<file path="config.mk">
export PLATFORM = sky130hd
export DESIGN_NAME = multi_debouncer
export DESIGN_NICKNAME = d
export VERILOG_FILES = /design/src/rtl/multi_debouncer.sv
export SDC_FILE = /design/constraint.sdc
export NUM_CORES = 1
export LEC_CHECK = 0
export ABC_AREA = 1
export BUFFER_PORTS_ARGS = -buffer_cell sky130_fd_sc_hd__buf_2
export CORE_UTILIZATION = 50
export CTS_CLUSTER_SIZE = 40
export DETAILED_ROUTE_END_ITERATION = 8
export GPL_ROUTABILITY_DRIVEN = 0
export GPL_TIMING_DRIVEN = 0
export HOLD_SLACK_MARGIN = 0.02
export PLACE_DENSITY = 0.75
export SETUP_SLACK_MARGIN = 0.02
export SYNTH_ARGS = -nofsm -noshare
export SYNTH_HDL_FRONTEND = slang
export SYNTH_SLANG_ARGS = --single-unit
</file>
<file path="constraint.sdc">
create_clock -name clk -period 3.1 [get_ports clk]
set_input_delay 0.155 -clock clk [delete_from_list [all_inputs] [get_ports clk]]
set_output_delay 0.155 -clock clk [all_outputs]
set_load 0.005 [all_outputs]
</file>
<file path="src/rtl/multi_debouncer.sv">
// multi_debouncer: N-channel push-button conditioner with a shared tick prescaler.
// Each channel: 2-flop synchroniser, tick-based debounce, press/release pulses,
// long-press detect and auto-repeat.
//
// Ports:
//   clk     system clock
//   clr     asynchronous reset, active-low
//   btn_in  raw button pins, asynchronous to clk
//   state   debounced level, 1 = pressed
//   down    1-clock pulse on accepted press
//   up      1-clock pulse on accepted release
//   held    level, high while a long press is active
//   rpt     1-clock auto-repeat pulse (first one on entry to held)

module multi_debouncer #(
    parameter int CHANNELS     = 4,
    parameter int TICK_WIDTH   = 10,
    parameter int DB_COUNT     = 16,
    parameter int HOLD_COUNT   = 200,
    parameter int REPEAT_COUNT = 50,
    parameter int ACTIVE_LOW   = 1
) (
    input  logic                clk,
    input  logic                clr,
    input  logic [CHANNELS-1:0] btn_in,
    output logic [CHANNELS-1:0] state,
    output logic [CHANNELS-1:0] down,
    output logic [CHANNELS-1:0] up,
    output logic [CHANNELS-1:0] held,
    output logic [CHANNELS-1:0] rpt
);

    localparam int DBW = $clog2(DB_COUNT + 1);
    localparam int HW  = $clog2(HOLD_COUNT + 1);
    localparam int RW  = (REPEAT_COUNT > 0) ? $clog2(REPEAT_COUNT + 1) : 1;

    localparam int DB_LAST_I  = DB_COUNT - 1;
    localparam int HLD_LAST_I = HOLD_COUNT - 1;
    localparam int RPT_LAST_I = (REPEAT_COUNT > 0) ? REPEAT_COUNT - 1 : 0;

    localparam logic [DBW-1:0] DB_LAST  = DBW'(DB_LAST_I);
    localparam logic [HW-1:0]  HLD_LAST = HW'(HLD_LAST_I);
    localparam logic [HW-1:0]  HLD_SAT  = HW'(HOLD_COUNT);
    localparam logic [RW-1:0]  RPT_LAST = RW'(RPT_LAST_I);

    // Pin level that means "released"; sync flops reset to it so a
    // released button produces no event after reset.
    localparam logic REL = (ACTIVE_LOW != 0);

    typedef enum logic [1:0] {
        IDLE,
        PRESS,
        HELD
    } hold_t;

    logic tick;

    generate
        if (TICK_WIDTH == 0) begin : g_tick_always
            assign tick = 1'b1;
        end else begin : g_tick_pre
            logic [TICK_WIDTH-1:0] pre;

            always_ff @(posedge clk or negedge clr) begin
                if (!clr) begin
                    pre <= '0;
                end else begin
                    pre <= pre + 1'b1;
                end
            end

            assign tick = &pre;
        end
    endgenerate

    generate
        for (genvar i = 0; i < CHANNELS; i++) begin : g_ch
            logic           s1;
            logic           s2;
            logic           p;
            logic           st_q;
            logic           down_q;
            logic           up_q;
            logic           held_q;
            logic           rpt_q;
            logic [DBW-1:0] db_cnt;
            logic [HW-1:0]  hold_cnt;
            logic [RW-1:0]  rpt_cnt;
            hold_t          hs;
            logic           accept;
            logic           rise;
            logic           fall;

            always_ff @(posedge clk or negedge clr) begin
                if (!clr) begin
                    s1 <= REL;
                    s2 <= REL;
                end else begin
                    s1 <= btn_in[i];
                    s2 <= s1;
                end
            end

            // Polarity-corrected synchronised level, 1 = pressed.
            assign p = s2 ^ REL;

            // Change accepted on the tick that completes DB_COUNT
            // consecutive ticks of disagreement.
            assign accept = (p != st_q) && tick && (db_cnt == DB_LAST);
            assign rise   = accept && p;
            assign fall   = accept && !p;

            always_ff @(posedge clk or negedge clr) begin
                if (!clr) begin
                    st_q     <= 1'b0;
                    db_cnt   <= '0;
                    down_q   <= 1'b0;
                    up_q     <= 1'b0;
                    held_q   <= 1'b0;
                    rpt_q    <= 1'b0;
                    hold_cnt <= '0;
                    rpt_cnt  <= '0;
                    hs       <= IDLE;
                end else begin
                    down_q <= 1'b0;
                    up_q   <= 1'b0;
                    rpt_q  <= 1'b0;

                    if (p == st_q) begin
                        db_cnt <= '0;
                    end else if (tick) begin
                        if (db_cnt == DB_LAST) begin
                            st_q   <= p;
                            db_cnt <= '0;
                        end else begin
                            db_cnt <= db_cnt + 1'b1;
                        end
                    end

                    // Release takes priority over a hold expiry or
                    // repeat landing on the same tick.
                    if (fall) begin
                        hs       <= IDLE;
                        held_q   <= 1'b0;
                        hold_cnt <= '0;
                        rpt_cnt  <= '0;
                        up_q     <= 1'b1;
                    end else if (rise) begin
                        hs       <= PRESS;
                        hold_cnt <= '0;
                        rpt_cnt  <= '0;
                        down_q   <= 1'b1;
                    end else begin
                        unique case (hs)
                            IDLE: begin
                                hold_cnt <= '0;
                                rpt_cnt  <= '0;
                            end
                            PRESS: begin
                                if (tick) begin
                                    if (hold_cnt == HLD_LAST) begin
                                        hs       <= HELD;
                                        held_q   <= 1'b1;
                                        rpt_q    <= 1'b1;
                                        rpt_cnt  <= '0;
                                        hold_cnt <= HLD_SAT;
                                    end else if (hold_cnt != HLD_SAT) begin
                                        hold_cnt <= hold_cnt + 1'b1;
                                    end
                                end
                            end
                            HELD: begin
                                if (tick && (REPEAT_COUNT > 0)) begin
                                    if (rpt_cnt == RPT_LAST) begin
                                        rpt_q   <= 1'b1;
                                        rpt_cnt <= '0;
                                    end else begin
                                        rpt_cnt <= rpt_cnt + 1'b1;
                                    end
                                end
                            end
                            default: begin
                                hs <= IDLE;
                            end
                        endcase
                    end
                end
            end

            assign state[i] = st_q;
            assign down[i]  = down_q;
            assign up[i]    = up_q;
            assign held[i]  = held_q;
            assign rpt[i]   = rpt_q;
        end
    endgenerate

endmodule

</file>
# Yosys cells after proc, flatten, opt, wreduce, memory -nomap -nowiden
# Cells that the tools add are included.
[op_classes]
n_bitwise = 8
n_mux = 144
div_mod_pow = 0
add_sub_neg = 13
reduce_logical = 69
magnitude_cmp = 0
mul = 0
n_eq_ne = 56
shifts = 0
[ops]
columns = ["operator", "n"]
rows = [
  ["$mux W8", 20],
  ["$mux W6", 24],
  ["$pmux W6 S3", 4],
  ["$pmux W8 S2", 4],
  ["$mux W5", 12],
  ["$mux W1", 56],
  ["$ne A4 B4 Y1 const B", 12],
  ["$reduce_and A12 Y1", 4],
  ["$add A8 B1 Y8 const B", 4],
  ["$eq A8 B8 Y1 const B", 4],
  ["$mux W2", 16],
  ["$ne A8 B8 Y1 const B", 4],
  ["$reduce_and A4 Y1", 8],
  ["$reduce_bool A2 Y1", 16],
  ["$add A6 B1 Y6 const B", 4],
  ["$eq A6 B6 Y1 const B", 4],
  ["$reduce_and A3 Y1", 8],
  ["$add A5 B1 Y5 const B", 4],
  ["$eq A5 B4 Y1 const B", 4],
  ["$ne A5 B5 Y1 const B", 4],
  ["$reduce_bool A5 Y1", 4],
  ["$logic_and A1 B1 Y1", 16],
  ["$pmux W2 S2", 4],
  ["$reduce_bool A4 Y1", 4],
  ["other kinds (12)", 46],
]
[word_totals]
latchBits = 0
regBits = 122
mem_count = 0
wordCells = 335
inputBits = 6
mem_bits_rw = 0
rom_bits = 0

# Longest topological paths before layout
# Gate-level depths: netlist of run 1.
[logic_depth]
depth_word = 7
depth_mapped = 13
mapped_depth_nobuf = 12

# Worst setup path after synthesis of run 1
# OpenSTA, ideal clock, no wires.
[synth_path]
path_kind = "flip-flop to flip-flop"
from = "reg g_tick_pre.pre[0]"
to = "reg g_ch[1].rpt_cnt[3]"
synth_period_minus_slack_ns = 1.708
slack_ns = 1.392
n_path_buf = 2
path_stages_with_launch = 13
arrival_ns = 1.586
required_ns = 2.977
setup_time_ns = 0.123
cell_sequence = "dfrtp_1 -> ha_1 -> nand2_1 -> nor2_4 -> nand2_2 -> nor2_4 -> nand3_2 -> buf_6 -> nand3_1 -> nand3_2 -> buf_6 -> nand2_1 -> o21ai_2"
[synth_via]
elab_chain_len = 6
word_cells_on_any_way = 12
cone_classes = "eq/ne (3); mux (2); reduce/logical (7)"
[synth_rtl]
columns = ["item", "line", "text"]
rows = [
  ["from (decl)", "62", "logic [TICK_WIDTH-1:0] pre;"],
  ["from (signal assigned)", "68", "pre <= pre + 1'b1;"],
  ["$reduce_and A10 Y1 *", "72", "assign tick = &pre;"],
  ["$logic_and A1 B1 Y1 (2 in a row)", "109", "assign accept = (p != st_q) && tick && (db_cnt == DB_LAST);"],
  ["$logic_and A1 B1 Y1 (on tied branches)", "110, 111", ""],
  ["$ne A4 B4 Y1 (no source line), or another cell as far along", "-", ""],
  ["$reduce_and A4 Y1 (no source line) / $mux W6 (equally long branches)", "-", ""],
  ["to (signal assigned)", "178", "rpt_cnt <= rpt_cnt + 1'b1;"],
  ["to (decl)", "88", "logic [RW-1:0] rpt_cnt;"],
]
# Every way passes the cells marked *; elsewhere a longest branch is shown, timed or not.
# A chain may end at the register's enable or synchronous reset.

# Worst setup path after layout of run 1
[layout_path]
from = "reg g_ch[1].db_cnt[0]"
to = "reg g_ch[1].hold_cnt[4]"
[layout_via]
elab_chain_len = 5
word_cells_on_any_way = 10
cone_classes = "eq/ne (3); mux (2); reduce/logical (5)"
[layout_rtl]
columns = ["item", "line", "text"]
rows = [
  ["from (decl)", "86", "logic [DBW-1:0] db_cnt;"],
  ["from (signal assigned)", "136", "db_cnt <= db_cnt + 1'b1;"],
  ["$eq A5 B4 Y1 *", "109", ""],
  ["$logic_and A1 B1 Y1 *", "109", ""],
  ["$logic_and A1 B1 Y1 (on tied branches)", "110, 111", ""],
  ["$ne A5 B5 Y1 (no source line), or another cell as far along", "-", ""],
  ["$reduce_and A3 Y1 (no source line) / $mux W8 (equally long branches)", "-", ""],
  ["to (signal assigned)", "168", "hold_cnt <= hold_cnt + 1'b1;"],
  ["to (decl)", "87", "logic [HW-1:0] hold_cnt;"],
]
# Marked as above.

==> results.cfg, run 1 <==
[critical_path]
rrSetupSlack_ps = 950
r2r_start = g_ch[1].db_cnt[0]
cp_data_required_time_ps = 3410
arrival_ps = 2460
crit_type = reg -> reg
r2r_cells = 8
cp-end-kind = flop
start_kind = flop
rr_endpoint = g_ch[1].hold_cnt[4]
path_max_fanout = 5

[sta]
setup_ws_ps = 947
min_period_over_period_pct = 69.5
max_freq_mhz = 464
rsz0062_at_grt = false
finalSetupTns_ps = 0
min_period_ps = 2150
hold_viol_final = 0
finClkSkew_ps = 7.49
slew_headroom_pct = 62.8
setup_viol = 0
tightestPinTransition_ps = 554
slew_violations = 0

[cts]
post_cts_buffers = 0
root_buffer = clkbuf_16
cts_tree = done
clk_latency_ps = 420
cts-htree-levels = 4
clk_path_buf_depth = 2
clkTransAtPathRegs_ps = 50
cts_buffers = 17
clock_sinks = 122

[power]
p_sw_uw = 740
powerDensity_nw_per_um2 = 442
internal_power_mw = 2.86
p_clk_share_pct = 53.8
swShare_pct = 20.6
pwr-share-seq_pct = 44.7
comb_power_share_pct = 1.5
ir_drop_uv = 404
cellLeakagePower_nw = 3.98

[synth]
synth-seq-cells = 122
synth_edf_count = 0
synth_flop_cell = dfrtp_1
synth_warnings = 0
synth_area_per_cell_sq_um = 7.91
yosysUniqueCellTypes = 40
synthCells = 901
synth_fp_nets = 940
synth-async-reset-ratio_pct = 100
netlist_area_sq_um = 7130
ys_seq_area_share_pct = 43.0

[die]
die_w_um = 121
num_rows = 43
fp.dieArea_sq_um = 14700
ios = 26
core_sq_um = 13900
initial_utilization_pct = 51.3
die_h_um = 121

[cells_and_area]
drive_gt1_share_pct = 15.9
finish.utilization_pct = 58.6
fin_nets = 990
areaGrowthSynthToFinish_pct = 14.2
layout_commonest_cell = nand2_1
insertedDiodeCount = 0
final_cell_count_no_fill = 1144
layout_common_cells = 251 x nand2_1, 114 x dfrtp_1, 101 x inv_1, 98 x nor2_1, 68 x nand3_1
stdcell_area_sq_um = 8140

[route]
routedWlPerCell_um = 12.0
vias_per_cell = 5.04
postRouteAntennaNets = 0
drc_errors = 0
wl_um = 13700
drt_iter0_drc = 394
first_pass_iters = 5
vias = 5761

[placed_design]
port_buffers = 25
dp_slack_ps = 990
hpwl_um = 9350
dpl_cell_area_sq_um = 7510
dp_cells = 1107

[global_route]
overflow = 0
antenna_found_initial = 0
grt_first_pass_wirelength_um = 24000
grt_max_degree = 101
grt_use_total_pct = 20.4
grt_pass1_vias = 5321

[status]
status = completed

[worst_hold_path]
hold_class = in -> async

[flow_run]
max_cap_violations = 0
-- worst max-delay path: stages, from the launching register on --
cell     delay [ps]
dfrtp_1         380
ha_1            190
nand2_1          70
nor2_1          150
nand2_1         160
nor3_1          510
nand2_1         310
nand3_1         180
o21ai_2          70
-- cell families (layout without fill, tap and decap cells) --
logic type	count (synthesis)	count (layout)	share of synthesized area (%)
XOR/XNOR	32	32	3.93
AO/OA/AOI/OAI	86	86	7.65
adder cells (fa/ha/maj)	33	33	5.79
buffers and inverters	139	202	9.09
AND/OR/NAND/NOR	489	489	30.5
flip-flops	122	122	43.0
-- metrics by stage --
step	power [mW]	hold WS, ps
finish	3.60	154
global route	3.72	190
CTS	3.63	151
detailed placement	1.69	27.6
global placement	1.68	262
floorplan	1.64	-141
-- flip-flops by register name, summed over array words and instances, names as in the netlist, 8 cells and up --
| name | count |
|---|---|
| g_ch.db_cnt | 20 |
| g_ch.hold_cnt | 32 |
| g_tick_pre.pre | 10 |
| g_ch.hs | 8 |
| g_ch.rpt_cnt | 24 |
-- worst max-delay path by stage --
stage	startpoint	to	depth (start not counted)	slack (ps)
global placement	clr	g_ch[1].rpt_cnt[2]	1	300
CTS	g_ch[1].db_cnt[0]	g_ch[1].hold_cnt[4]	8	970
detailed placement	g_ch[1].db_cnt[0]	g_ch[1].hold_cnt[4]	8	990
finish	g_ch[1].db_cnt[0]	g_ch[1].hold_cnt[4]	8	950
floorplan	g_tick_pre.pre[0]	g_ch[1].rpt_cnt[3]	12	1390
global route	g_ch[1].db_cnt[0]	g_ch[1].hold_cnt[4]	8	700
-- Yosys cell counts, drive strengths merged (3+ instances only) --
| cell type | instances | area [sq um] |
|---|---|---|
| nor3b | 3 | 22.5 |
| nand3b | 3 | 22.5 |
| dfstp | 8 | 210 |
| inv | 103 | 387 |
| buf | 34 | 254 |
| o31ai | 3 | 22.5 |
| nand4 | 17 | 106 |
| a21oi | 8 | 40.0 |
| or2 | 12 | 75.1 |
| nor3 | 9 | 45.0 |
| nor2 | 107 | 454 |
| ha | 33 | 413 |
| dfrtp | 114 | 2850 |
| o21ai | 63 | 383 |
| nand2 | 262 | 1030 |
| nand3 | 74 | 408 |
| xor2 | 21 | 184 |
| xnor2 | 11 | 96.3 |
-- metal layers --
metal / part of all wire [%] / vias to the layer above / global-route usage [%]
met1: 48 / 2717 / 26.5
met2: 47 / 71 / 33.3
met3: 3.1 / 20 / 4.93
met4: 1.4 / 0 / 6.64
met5: 0 / - / 0
li1: - / 2953 / -
-- power by group through the flow --
stage	Sequential [mW]	Combinational (mW)	Clock (mW)
3_3_place_gp	1.63	0.0474	0
4_1_cts	1.61	0.0584	1.96
6_report	1.61	0.0552	1.93
3_5_place_dp	1.63	0.0536	0
2_1_floorplan	1.63	0.0102	0
5_1_grt	1.61	0.0652	2.05
-- timing repair --
item                                   in CTS  in global routing
endpoints found under the hold margin     119                  0
hold buffers                                5                  0
gates resized for setup                     0                  0
-- cell type report --
type                            count  area [sq um]
Inverter                          103           387
Timing Repair Buffer               31           209
Fill cell                        1244          5750
Sequential cell                   122          3060
Clock buffer                       24           482
Clock inverter                      8          92.6
Tap cell                          180           225
Multi-Input combinational cell    640          3420
Buffer                             36           262
(Power assumes the default switching activity.)
==> run 2: changes to the inputs <==
- PLACE_DENSITY: 0.75 -> 0.77
- clock period: 3.1 -> 1.88 ns (I/O delays scaled with it)
==> results.cfg, run 2 (synthesis gave the netlist of run 1 again) <==
[placed_design]
port_buffers = 25
hpwl_um = 9270
dp_slack_ps = -235

[power]
powerDensity_nw_per_um2 = 703
cellLeakagePower_nw = 4.48
ir_drop_uv = 897

[cts]
cts_tree = done
clkTransAtPathRegs_ps = 60
root_buffer = clkbuf_16
cts-htree-levels = 4
cts_buffers = 17
clk_path_buf_depth = 2
clk_latency_ps = 430
clock_sinks = 122

[route]
drc_errors = 0
postRouteAntennaNets = 0
routedWlPerCell_um = 13.8
drt_iter0_drc = 403
vias = 6195
vias_per_cell = 5.25
wl_um = 16300
first_pass_iters = 6

[worst_hold_path]
hold_class = in -> async

[cells_and_area]
insertedDiodeCount = 0
reg.largest.list = g_ch.hold_cnt x32, g_ch.rpt_cnt x24, g_ch.db_cnt x20
fin_nets = 1027
largest_register_ffs = 32
areaGrowthSynthToFinish_pct = 28.2
layout_common_cells = 211 x nand2_1, 114 x dfrtp_1, 98 x inv_1, 87 x nor2_1, 53 x nand3_1
drive_gt1_share_pct = 27.8
layout_commonest_cell = nand2_1
regMostFlops = g_ch.hold_cnt

[sta]
min_period_ps = 1930
max_freq_mhz = 518
tightestPinTransition_ps = 589
finClkSkew_ps = 9.45
finalSetupTns_ps = -413
setup_viol = 20
hold_viol_final = 0
rsz0062_at_grt = true
setup_ws_ps = -50.7
slew_headroom_pct = 60.7
slew_violations = 0
min_period_over_period_pct = 103

[die]
ios = 26
fp.dieArea_sq_um = 14700
num_rows = 43
die_h_um = 121
initial_utilization_pct = 51.3
die_w_um = 121
core_sq_um = 13900

[critical_path]
start_kind = flop
path_max_fanout = 6
cp-end-kind = flop
cp_data_required_time_ps = 2190
arrival_ps = 2240
crit_type = reg -> reg
r2r_cells = 12

[global_route]
grt_use_total_pct = 22.0
antenna_found_initial = 0
grt_pass1_vias = 5670
grt_first_pass_wirelength_um = 25600
grt_max_degree = 63
overflow = 0

[status]
violations = setup timing
status = finished, violations left

[flow_run]
max_cap_violations = 0
run 2: cell types whose count changed in the layout (fill, tap and decap cells not counted), moves of 7 or more:
cell / before / now
buf_4: 21 / 49
nand2_2: 8 / 32
nor2_1: 98 / 87
nand3_4: 1 / 10
nand3_1: 68 / 53
nand2_1: 251 / 211
nand2_4: 3 / 19
buf_6: 6 / 13
run 2: cell type report:
type,count,area [sq um]
plain buffers,36,314
clock buffers,19,443
clock inverters,13,215
fillers,1061,4750
inverters,103,387
multi-input cells,640,3910
flip-flops and latches,122,3060
well taps,180,225
repair buffers,68,573
run 2: final timing paths:
kind | from | to | slack, ps
worst max-delay path | g_tick_pre.pre[0] | g_ch[3].rpt_cnt[3] | -50
worst min-delay path | clr | g_ch[0].hold_cnt[0] | 210
worst max register to register | g_tick_pre.pre[0] | g_ch[3].rpt_cnt[3] | -50
worst min register to register | g_ch[3].s1 | g_ch[3].s2 | 360
max in group asynchronous | clr | g_ch[1].s2 | 920
min in group clk | btn_in[2] | g_ch[2].s1 | 310
run 2: timing repair:
item	4_1_cts	5_1_grt
hold endpoints to repair	62	0
pin swaps	21	42
buffers inserted	12	19
setup endpoints to repair	84	91
resized for setup	39	116
hold buffers	5	0
cloned	2	4
run 2: where the power goes:
| part | total (mW) | switching [mW] | internal [mW] |
|---|---|---|---|
| logic | 0.103 | 0.0750 | 0.0276 |
| clock network | 3.67 | 1.27 | 2.40 |
| registers | 2.65 | 0.00915 | 2.64 |
run 2: metal layers:
metal / share of wire [%] / wire length, um / track usage, % / up-vias
met5: 0 / 0 / 0 / -
met4: 1.6 / 256 / 11.0 / 0
met3: 4.6 / 744 / 4.37 / 34
met2: 50 / 8190 / 35.0 / 168
met1: 44 / 7150 / 28.3 / 2969
li1: - / - / - / 3024
run 2: worst max-delay path: stages (launching register included):
cell and delay, ps:
dfrtp_1 370, ha_2 200, nand2_2 70, nor2_4 110, nand2_2 90, nor2_4 140
buf_12 130, nand3_4 150, nand2_4 150, nand3_4 110, buf_8 160, nand2_2 60
o21ai_2 60
run 2: metrics by stage:
stage / hold WS [ps] / instance area, sq um / std cells / total power, mW / util (%)
CTS: 234 / 8510 / 1158 / 6.46 / 61.3
global route: 287 / 9130 / 1181 / 6.59 / 65.8
detailed placement: 113 / 7510 / 1107 / 2.78 / 54.1
finish: 209 / 9130 / 1181 / 6.42 / 65.8
global placement: 201 / 7480 / 1106 / 2.77 / 53.9
floorplan: -202 / 7130 / 901 / 2.71 / -
==> run 3: changes to the inputs <==
- SETUP_SLACK_MARGIN: 0.02 -> not set
==> results.cfg, run 3 (synthesis gave the netlist of run 1 again) <==
[status]
status = finished, violations left
violations = setup timing

[cts]
cts_tree = done
clk_path_buf_depth = 2
clock_sinks = 122
root_buffer = clkbuf_16
clk_latency_ps = 420
cts-htree-levels = 4
clkTransAtPathRegs_ps = 60
cts_buffers = 17

[worst_hold_path]
hold_class = in -> async

[critical_path]
worstPathCellList = ha_2 -> nand2_2 -> nor2_4 -> nand2_2 -> nor2_4 -> buf_12 -> nand3_4 -> nand2_2 -> nand3_4 -> buf_4 -> nand2_1 -> nand2_1
critPathBufInv = 2
path_max_fanout = 6
start_kind = flop
arrival_ps = 2230
cp_slowest_cell = dfrtp_1
cpLargestDelayFamily = simple AND/OR/NAND/NOR gates
crit_type = reg -> reg
rr_endpoint = g_ch[3].hold_cnt[4]
rrSetupSlack_ps = -40
r2r_start = g_tick_pre.pre[0]
cp-end-kind = flop
slowest_delay_ps = 370
cp_data_required_time_ps = 2200
r2r_cells = 12
cp_common_cell = nand2_2

[die]
fp.dieArea_sq_um = 14700
num_rows = 43
core_sq_um = 13900
initial_utilization_pct = 51.3
die_w_um = 121
ios = 26
die_h_um = 121

[global_route]
grt_pass1_vias = 5657
antenna_found_initial = 0
grt_max_degree = 63
grt_first_pass_wirelength_um = 25600
grt_use_total_pct = 21.9
overflow = 0

[sta]
finalSetupTns_ps = -176
hold_viol_final = 0
finClkSkew_ps = 8.83
min_period_ps = 1920
max_freq_mhz = 522
setup_ws_ps = -36.4
setup_viol = 11
slew_headroom_pct = 60.1
min_period_over_period_pct = 102
tightestPinTransition_ps = 599
slew_violations = 0
rsz0062_at_grt = true

[cells_and_area]
fin_nets = 1020
reg.largest.list = g_ch.hold_cnt x32, g_ch.rpt_cnt x24, g_ch.db_cnt x20
finish.utilization_pct = 64.4
insertedDiodeCount = 0
areaGrowthSynthToFinish_pct = 25.5
drive_gt1_share_pct = 24.9
largest_register_ffs = 32
regMostFlops = g_ch.hold_cnt
layout_commonest_cell = nand2_1
layout_common_cells = 227 x nand2_1, 113 x dfrtp_1, 100 x inv_1, 87 x nor2_1, 54 x nand3_1

[route]
first_pass_iters = 5
vias_per_cell = 5.12
drc_errors = 0
postRouteAntennaNets = 0
drt_iter0_drc = 310
vias = 6016
routedWlPerCell_um = 13.1
wl_um = 15400

[flow_run]
max_cap_violations = 0

[power]
powerDensity_nw_per_um2 = 716
pwr-share-seq_pct = 41.4
swShare_pct = 20.9
ir_drop_uv = 829
p_sw_mw = 1.34
comb_power_share_pct = 1.5
internal_power_mw = 5.07
p_clk_share_pct = 57.1
cellLeakagePower_nw = 4.40

[placed_design]
dp_slack_ps = -235
hpwl_um = 9270
port_buffers = 25
==> run 3: cell type report <==
class                      count  area [sq um]
fill                        1101          4940
multi-input combinational    640          3810
sequential                   122          3060
timing repair buffer          61           495
clock buffer                  19           443
inverter                     103           387
buffer                        36           303
tap                          180           225
clock inverter                13           215
==> run 3: repair_timing <==
| action | CTS | global route |
|---|---|---|
| hold buffers | 5 | 0 |
| gates resized for setup | 34 | 82 |
| pin swaps | 7 | 28 |
| cloned | 2 | 2 |
| hold endpoints to repair | 62 | 0 |
| endpoints found under the setup margin | 81 | 91 |
| buffers inserted | 12 | 14 |
==> run 3: routing by layer <==
metal	track usage (%)	up-vias	share of wire, %
met5	0	-	0
met4	10.9	0	2.5
met3	4.37	36	3.5
met2	34.8	138	49
met1	28.4	2829	45
li1	-	3013	-
==> run 3: power by group through the flow <==
stage	clock, mW	sequential, mW	combinational [mW]
floorplan	0	2.69	0.0167
global placement	0	2.70	0.0786
detailed placement	0	2.70	0.0871
CTS	3.70	2.65	0.0989
global route	3.81	2.65	0.114
finish	3.66	2.65	0.0976
==> run 3: worst max-delay path by stage <==
stage                     slack, ps         startpoint  cells past startpoint                   to
final                           -40  g_tick_pre.pre[0]                     12  g_ch[3].hold_cnt[4]
after global routing           -150  g_tick_pre.pre[0]                     12        g_ch[3].hs[1]
after CTS                       -40  g_tick_pre.pre[0]                     12   g_ch[3].rpt_cnt[3]
after detailed placement       -230  g_tick_pre.pre[0]                      8   g_ch[1].rpt_cnt[5]
after global placement         -890                clr                      1  g_ch[1].hold_cnt[1]
after floorplan                 170  g_tick_pre.pre[0]                     12   g_ch[1].rpt_cnt[3]
==> run 3: metrics by stage <==
step                      hold slack (ps)  instance area [sq um]  power, mW  std cells
final                                 215                   8940       6.41       1174
after global placement                201                   7480       2.77       1106
after global routing                  290                   8940       6.58       1174
after CTS                             234                   8500       6.46       1158
after detailed placement              113                   7510       2.78       1107
after floorplan                      -202                   7130       2.71        901
